<file path="config.mk">
export PLATFORM = sky130hd
export DESIGN_NAME = user_id_issuer_flat
export DESIGN_NICKNAME = d
export VERILOG_FILES = /design/src/rtl/user_id_issuer_pkg.sv /design/src/rtl/user_id_issuer_if.sv /design/src/rtl/user_id_issuer_bitmap.sv /design/src/rtl/user_id_issuer.sv /design/src/flat_wrapper.sv
export SDC_FILE = /design/constraint.sdc
export NUM_CORES = 1
export LEC_CHECK = 0
export ABC_CLOCK_PERIOD_IN_PS = 5900
export BUFFER_PORTS_ARGS = -buffer_cell sky130_fd_sc_hd__buf_2
export CAP_MARGIN = 25
export CORE_MARGIN = 2
export CORE_UTILIZATION = 42
export DETAILED_ROUTE_END_ITERATION = 10
export PLACE_DENSITY = 0.6
export SYNTH_ARGS = -nofsm -noshare
export SYNTH_HDL_FRONTEND = slang
export SYNTH_SLANG_ARGS = --single-unit
</file>
<file path="constraint.sdc">
create_clock -name clock -period 5.9 [get_ports clock]
set_input_delay 1.18 -clock clock [delete_from_list [all_inputs] [get_ports clock]]
set_output_delay 1.18 -clock clock [all_outputs]
set_load 0.005 [all_outputs]
</file>
<file path="src/rtl/user_id_issuer_pkg.sv">
// Shared widths, reserved code, FSM encoding and pointer wrap helper for the user-code issuer.
package user_id_issuer_pkg;

    localparam int USER_W   = 3;
    localparam int FIRST_ID = 1;
    localparam int NUM_IDS  = 2**USER_W - FIRST_ID;
    localparam int DEPTH    = 2**USER_W;

    localparam logic [USER_W-1:0] NO_USER    = '0;
    localparam logic [USER_W-1:0] FIRST_USER = USER_W'(FIRST_ID);
    localparam logic [USER_W-1:0] MAX_USER   = '1;
    localparam logic [USER_W-1:0] NUM_IDS_U  = USER_W'(NUM_IDS);

    typedef enum logic [1:0] {
        IDLE  = 2'd0,
        SCAN  = 2'd1,
        GRANT = 2'd2
    } state_t;

    // Advance a code, skipping the reserved range on wrap.
    function automatic logic [USER_W-1:0] next_ptr(input logic [USER_W-1:0] u);
        return (u == MAX_USER) ? FIRST_USER : u + 1'b1;
    endfunction

endpackage

</file>
<file path="src/rtl/user_id_issuer_if.sv">
// Request/grant/release bus between entry-interface FSMs (master) and the issuer (slave).
interface user_id_issuer_if;
    import user_id_issuer_pkg::*;

    logic              req;
    logic              gnt_valid;
    logic [USER_W-1:0] gnt_user;
    logic              gnt_deny;
    logic              rel_valid;
    logic [USER_W-1:0] rel_user;
    logic              rel_err;
    logic [USER_W-1:0] used_count;
    logic              full;

    modport master (
        output req, rel_valid, rel_user,
        input  gnt_valid, gnt_user, gnt_deny, rel_err, used_count, full
    );

    modport slave (
        input  req, rel_valid, rel_user,
        output gnt_valid, gnt_user, gnt_deny, rel_err, used_count, full
    );

endinterface

</file>
<file path="src/rtl/user_id_issuer_bitmap.sv">
// Occupancy bitmap of live user codes with release legality check and live-code count.
// Latency: set/clear effective at the clock edge; rel_err one cycle after the strobe.
// Backpressure: none, releases are accepted every cycle.
module user_id_issuer_bitmap
    import user_id_issuer_pkg::*;
(
    input  logic              clock,
    input  logic              reset_n,
    input  logic              set_vld,
    input  logic [USER_W-1:0] set_user,
    input  logic              rel_vld,
    input  logic [USER_W-1:0] rel_user,
    input  logic [USER_W-1:0] cand_user,
    output logic              is_used,
    output logic              rel_err,
    output logic [USER_W-1:0] used_count
);

    logic [DEPTH-1:0] bitmap;
    logic             rel_legal;

    // Legality is judged on the pre-edge bitmap, so releasing the code being
    // granted this cycle is refused and the grant stands.
    assign rel_legal = rel_vld && (rel_user >= FIRST_USER) && bitmap[rel_user];
    assign is_used   = bitmap[cand_user];

    always_ff @(posedge clock or negedge reset_n) begin
        if (!reset_n) begin
            bitmap     <= '0;
            used_count <= '0;
            rel_err    <= 1'b0;
        end else begin
            if (set_vld)
                bitmap[set_user] <= 1'b1;
            if (rel_legal)
                bitmap[rel_user] <= 1'b0;
            rel_err <= rel_vld && !rel_legal;
            case ({set_vld, rel_legal})
                2'b10: if (used_count != NUM_IDS_U) used_count <= used_count + 1'b1;
                2'b01: if (used_count != '0)        used_count <= used_count - 1'b1;
                default: ;
            endcase
        end
    end

endmodule

</file>
<file path="src/rtl/user_id_issuer.sv">
// Round-robin allocator of 3-bit user codes with release reclaim.
// Latency: grant 2..NUM_IDS+1 cycles after req sampled in IDLE; deny after NUM_IDS+1.
// Backpressure: none; req ignored outside IDLE, grant/deny are one-cycle pulses.
module user_id_issuer
    import user_id_issuer_pkg::*;
(
    input  logic             clock,
    input  logic             reset_n,
    user_id_issuer_if.slave  bus
);

    state_t            state;
    logic [USER_W-1:0] ptr;
    logic [USER_W-1:0] scan_cnt;
    logic [USER_W-1:0] gnt_user_q;
    logic              gnt_valid_q;
    logic              gnt_deny_q;
    logic              is_used;
    logic              rel_err;
    logic [USER_W-1:0] used_count;

    user_id_issuer_bitmap u_bitmap (
        .clock      (clock),
        .reset_n    (reset_n),
        .set_vld    (state == GRANT),
        .set_user   (gnt_user_q),
        .rel_vld    (bus.rel_valid),
        .rel_user   (bus.rel_user),
        .cand_user  (ptr),
        .is_used    (is_used),
        .rel_err    (rel_err),
        .used_count (used_count)
    );

    always_ff @(posedge clock or negedge reset_n) begin
        if (!reset_n) begin
            state       <= IDLE;
            ptr         <= FIRST_USER;
            scan_cnt    <= '0;
            gnt_user_q  <= NO_USER;
            gnt_valid_q <= 1'b0;
            gnt_deny_q  <= 1'b0;
        end else begin
            gnt_valid_q <= 1'b0;
            gnt_deny_q  <= 1'b0;
            case (state)
                IDLE: begin
                    if (bus.req) begin
                        scan_cnt <= '0;
                        state    <= SCAN;
                    end
                end
                SCAN: begin
                    // A full lap of used candidates leaves ptr back at its start.
                    if (scan_cnt == NUM_IDS_U) begin
                        gnt_deny_q <= 1'b1;
                        state      <= IDLE;
                    end else if (!is_used) begin
                        gnt_user_q <= ptr;
                        state      <= GRANT;
                    end else begin
                        ptr      <= next_ptr(ptr);
                        scan_cnt <= scan_cnt + 1'b1;
                    end
                end
                GRANT: begin
                    gnt_valid_q <= 1'b1;
                    ptr         <= next_ptr(gnt_user_q);
                    state       <= IDLE;
                end
                default: state <= IDLE;
            endcase
        end
    end

    assign bus.gnt_valid  = gnt_valid_q;
    assign bus.gnt_user   = gnt_user_q;
    assign bus.gnt_deny   = gnt_deny_q;
    assign bus.rel_err    = rel_err;
    assign bus.used_count = used_count;
    assign bus.full       = (used_count == NUM_IDS_U);

endmodule

</file>
<file path="src/flat_wrapper.sv">
// flat-port wrapper written by rule: the top's interface ports become plain ports
module user_id_issuer_flat import user_id_issuer_pkg::*;
  (clock, reset_n, bus_req, bus_rel_valid, bus_rel_user, bus_gnt_valid, bus_gnt_user, bus_gnt_deny, bus_rel_err, bus_used_count, bus_full);
  user_id_issuer_if bus_i ();
  input  logic clock;
  input  logic reset_n;
  input wire logic [$bits(bus_i.req)-1:0] bus_req;
  input wire logic [$bits(bus_i.rel_valid)-1:0] bus_rel_valid;
  input wire logic [$bits(bus_i.rel_user)-1:0] bus_rel_user;
  output wire logic [$bits(bus_i.gnt_valid)-1:0] bus_gnt_valid;
  output wire logic [$bits(bus_i.gnt_user)-1:0] bus_gnt_user;
  output wire logic [$bits(bus_i.gnt_deny)-1:0] bus_gnt_deny;
  output wire logic [$bits(bus_i.rel_err)-1:0] bus_rel_err;
  output wire logic [$bits(bus_i.used_count)-1:0] bus_used_count;
  output wire logic [$bits(bus_i.full)-1:0] bus_full;
  assign bus_i.req = bus_req;
  assign bus_i.rel_valid = bus_rel_valid;
  assign bus_i.rel_user = bus_rel_user;
  assign bus_gnt_valid = bus_i.gnt_valid;
  assign bus_gnt_user = bus_i.gnt_user;
  assign bus_gnt_deny = bus_i.gnt_deny;
  assign bus_rel_err = bus_i.rel_err;
  assign bus_used_count = bus_i.used_count;
  assign bus_full = bus_i.full;
  user_id_issuer u_core (.clock(clock), .reset_n(reset_n), .bus(bus_i));
endmodule
</file>
==> results by group <==
GRT
  – Vias in the first global route: 1,225
  – Initial antenna violation count: 0
  – All-Layer GR Usage: 0.1717
  – Largest net degree at the start of global routing: 26
  – Grt ovf: 0
  – First-pass GRT wire length: 5554 um

Floorplan
  – Initial core utilization: 0.4420
  – Core Region: 0.003363 mm2
  – Die Y: 63.49 um
  – Die footprint: 0.004031 mm2
  – I/O pin cnt: 17
  – Row Count: 21
  – Die width: 63.49 um

Final layout
  – Multi-input logic area: 802.0 um2
  – Final core utilization: 0.4836
  – Ant. Diodes: 0
  – Most frequent cells in the layout: 24 x dfrtp_1, 16 x buf_2, 10 x nand2_1
  – Layout cells sized above 1: 0.1975
  – Register area: 626.9 um2
  – Non-filler cells, final: 203
  – Commonest non-fill, non-tap cell in the layout: dfrtp_1
  – Design Area, Final: 0.001627 mm2
  – Final #Nets: 174
  – Layout Area Growth over Synthesis: 9.428%
  – # fillers: 346

STA
  – Fmax: 0.3357 GHz
  – Tcrit/Tclk final: 0.5049
  – Hold Violations, Final: 0
  – Worst-margin pin slew: 549.2 ps
  – Skew final: 1.700 ps
  – Minimum clock period: 2979 ps
  – Final hold slack: 479.2 ps
  – RSZ-0062 raised after global routing: false
  – Fin. max-slew vios: 0
  – Finish-stage setup viols: 0
  – Final worst slack: 2921 ps
  – Worst slew margin: 0.6338
  – Final setup TNS: 0 ps

Critical path
  – Worst Path Arrival: 3220 ps
  – Crit-path cells: buf_2 > mux2_2 > o22ai_1 > a211oi_1 > inv_1 > ha_1 > and4_1 > or3_1 > nor2_1 > xor2_1
  – Worst Setup End Kind: register
  – Crit path buf inv count: 2
  – Startpoint types: input pin
  – Max incr delay on CP: 390 ps
  – CP max-delay cell: a211oi_1
  – Crit Path Max Fanout: 9
  – Worst EP required: 6140 ps
  – CP Class: in2reg
  – Crit-path leading delay family: simple AND/OR/NAND/NOR gates

Clocking
  – Clock sinks: 25
  – Clock Pin Slew Worst Setup and Hold Paths: 130 ps
  – Clk_lat worst skew: 300 ps
  – Root Driver: clkbuf_4
  – Setup Buffers After CTS: 0
  – # hold bufs at CTS: 0
  – TritonCTS clock tree: done
  – Resized cells post-CTS: 0
  – H-tree lvl count: 1
  – CTS Buf Count: 3
  – Clock buffer depth: 2

Synthesis
  – Mapped cell area: 0.001486 mm2
  – Mapped Cells: 141
  – #FFs+latches synth: 25
  – Syn. warnings: 0
  – Asr flop ratio synth: 1.000
  – Seq/Total Area, Yosys: 0.4217
  – Syn_nets: 157
  – EDFF count, synth: 0
  – Main synth FF type: dfrtp_1
  – Avg Inst Size Synth: 10.54 um2
  – Library cells used by synthesis: 43

Place
  – Pre-CTS WS: 2579 ps
  – Placed cell areas: 0.001600 mm2
  – Placer Congestion: 0.7796
  – Detail Placement HPWL: 2334 um
  – IO Port Bufs: 16
  – DP Cell Count: 199

Power and ir drop
  – Maximum vdd drop: 0.2326 mV
  – Clk pwr share: 0.088
  – Internal cell power: 0.4770 mW
  – Sequential share of power: 0.425
  – Sw frac: 0.4280
  – Tot Pwr: 0.8340 mW
  – Psw: 0.3570 mW
  – Lkg Pwr: 0.7282 nW
  – Comb pwr share: 0.488
  – PwrDens: 512.7 mW/mm2

Detailed routing
  – Detailed Routing Iterations Pass 1: 4
  – Initial DRC count: 60
  – Via Count: 1,179
  – Routed WL per cell: 15.36 um
  – Residual DRC count: 0
  – Vias per cell: 5.808
  – Total wire length: 3118 um
  – Final antenna-violating net count: 0

Worst hold path
  – Worst hold path class: reg2reg

Run status
  – Outcome: finished clean

Run
  – Max-Cap Viols: 0
## synthesized netlist by cell type, types with 2 or more instances
master | instances | share of area
inv_1 | 8 | 0.020
clkbuf_1 | 2 | 0.0051
a21oi_1 | 5 | 0.017
o22ai_1 | 2 | 0.0084
mux2i_1 | 2 | 0.013
xor2_1 | 2 | 0.012
a41oi_1 | 5 | 0.029
dfrtp_1 | 24 | 0.40
a31oi_1 | 7 | 0.029
nand4_1 | 6 | 0.025
o211ai_1 | 3 | 0.015
nor2_1 | 7 | 0.018
nand2b_1 | 5 | 0.021
o311ai_0 | 3 | 0.018
nand2_1 | 10 | 0.025
a21o_1 | 2 | 0.010
ha_1 | 8 | 0.067
nor2b_1 | 6 | 0.025
mux2_4 | 5 | 0.051
o21ai_0 | 5 | 0.017
mux2_2 | 2 | 0.015
## power groups by stage
stage	Combinational, mW	Sequential, mW	Clock [mW]
2_1_floorplan	0.330	0.320	0
3_3_place_gp	0.399	0.352	0
3_5_place_dp	0.408	0.356	0
4_1_cts	0.410	0.353	0.0768
5_1_grt	0.458	0.371	0.0843
6_report	0.407	0.354	0.0732
## sequential cells by signal, indices dropped and copies added (netlist names)
register and cells:
u_core.bus.gnt_deny 1, u_core.bus.gnt_user 3, u_core.bus.gnt_valid 1, u_core.ptr 3, u_core.scan_cnt 3, u_core.state 2
u_core.u_bitmap.bitmap 8, u_core.u_bitmap.rel_err 1, u_core.u_bitmap.used_count 3
## final timing paths
| kind | start | endpoint | slack [ps] | cells after the start |
|---|---|---|---|---|
| worst max-delay path | bus_rel_user[0] | u_core.u_bitmap.used_count[2]$_DFFE_PN0P_ | 2920 | 10 |
| worst min-delay path | u_core.u_bitmap.bitmap[0]$_DFF_PN0_ | u_core.u_bitmap.bitmap[0]$_DFF_PN0_ | 480 | 1 |
| worst max register to register | u_core.state[0]$_DFFE_PN0P_ | u_core.u_bitmap.used_count[2]$_DFFE_PN0P_ | 3520 | 7 |
| worst min register to register | u_core.u_bitmap.bitmap[0]$_DFF_PN0_ | u_core.u_bitmap.bitmap[0]$_DFF_PN0_ | 480 | 1 |
| max in group asynchronous | reset_n | u_core.ptr[0]$_DFFE_PN1P_ | 4690 | 1 |
| min in group asynchronous | reset_n | u_core.bus.gnt_deny$_DFF_PN0_ | 840 | 1 |
## worst register-to-register path, cell delays in order, from the launching register on
cell	delay, ps
dfrtp_1	490
nand2b_1	300
clkinv_1	320
ha_1	300
and4_1	210
or3_1	390
nor2_1	150
xor2_1	150
## cell type report
cell class / count / share of cell area
multi-input combinational: 103 / 0.4931
sequential: 25 / 0.3854
timing repair buffer: 16 / 0.04923
tap: 46 / 0.03538
inverter: 9 / 0.02077
clock buffer: 4 / 0.01615
## layer usage
layer | GRT usage | vias up | share of wire
met5 | 0 | - | 0
met4 | 0.04891 | 0 | 0.0061
met3 | 0.02143 | 2 | 0.026
met2 | 0.3118 | 23 | 0.51
met1 | 0.2115 | 585 | 0.46
li1 | - | 569 | -
## cell families (layout without fill, tap and decap cells)
family | after synthesis | after routing | share of synthesized area
AND/OR/NAND/NOR | 43 | 43 | 0.1633
multiplexers | 9 | 9 | 0.07912
adder cells (fa/ha/maj) | 9 | 9 | 0.08081
buffers and inverters | 13 | 29 | 0.03872
XOR/XNOR | 2 | 2 | 0.01179
AO/OA/AOI/OAI | 40 | 40 | 0.2045
flip-flops | 25 | 25 | 0.4217
Note: power is estimated with default switching activity, not from simulation.
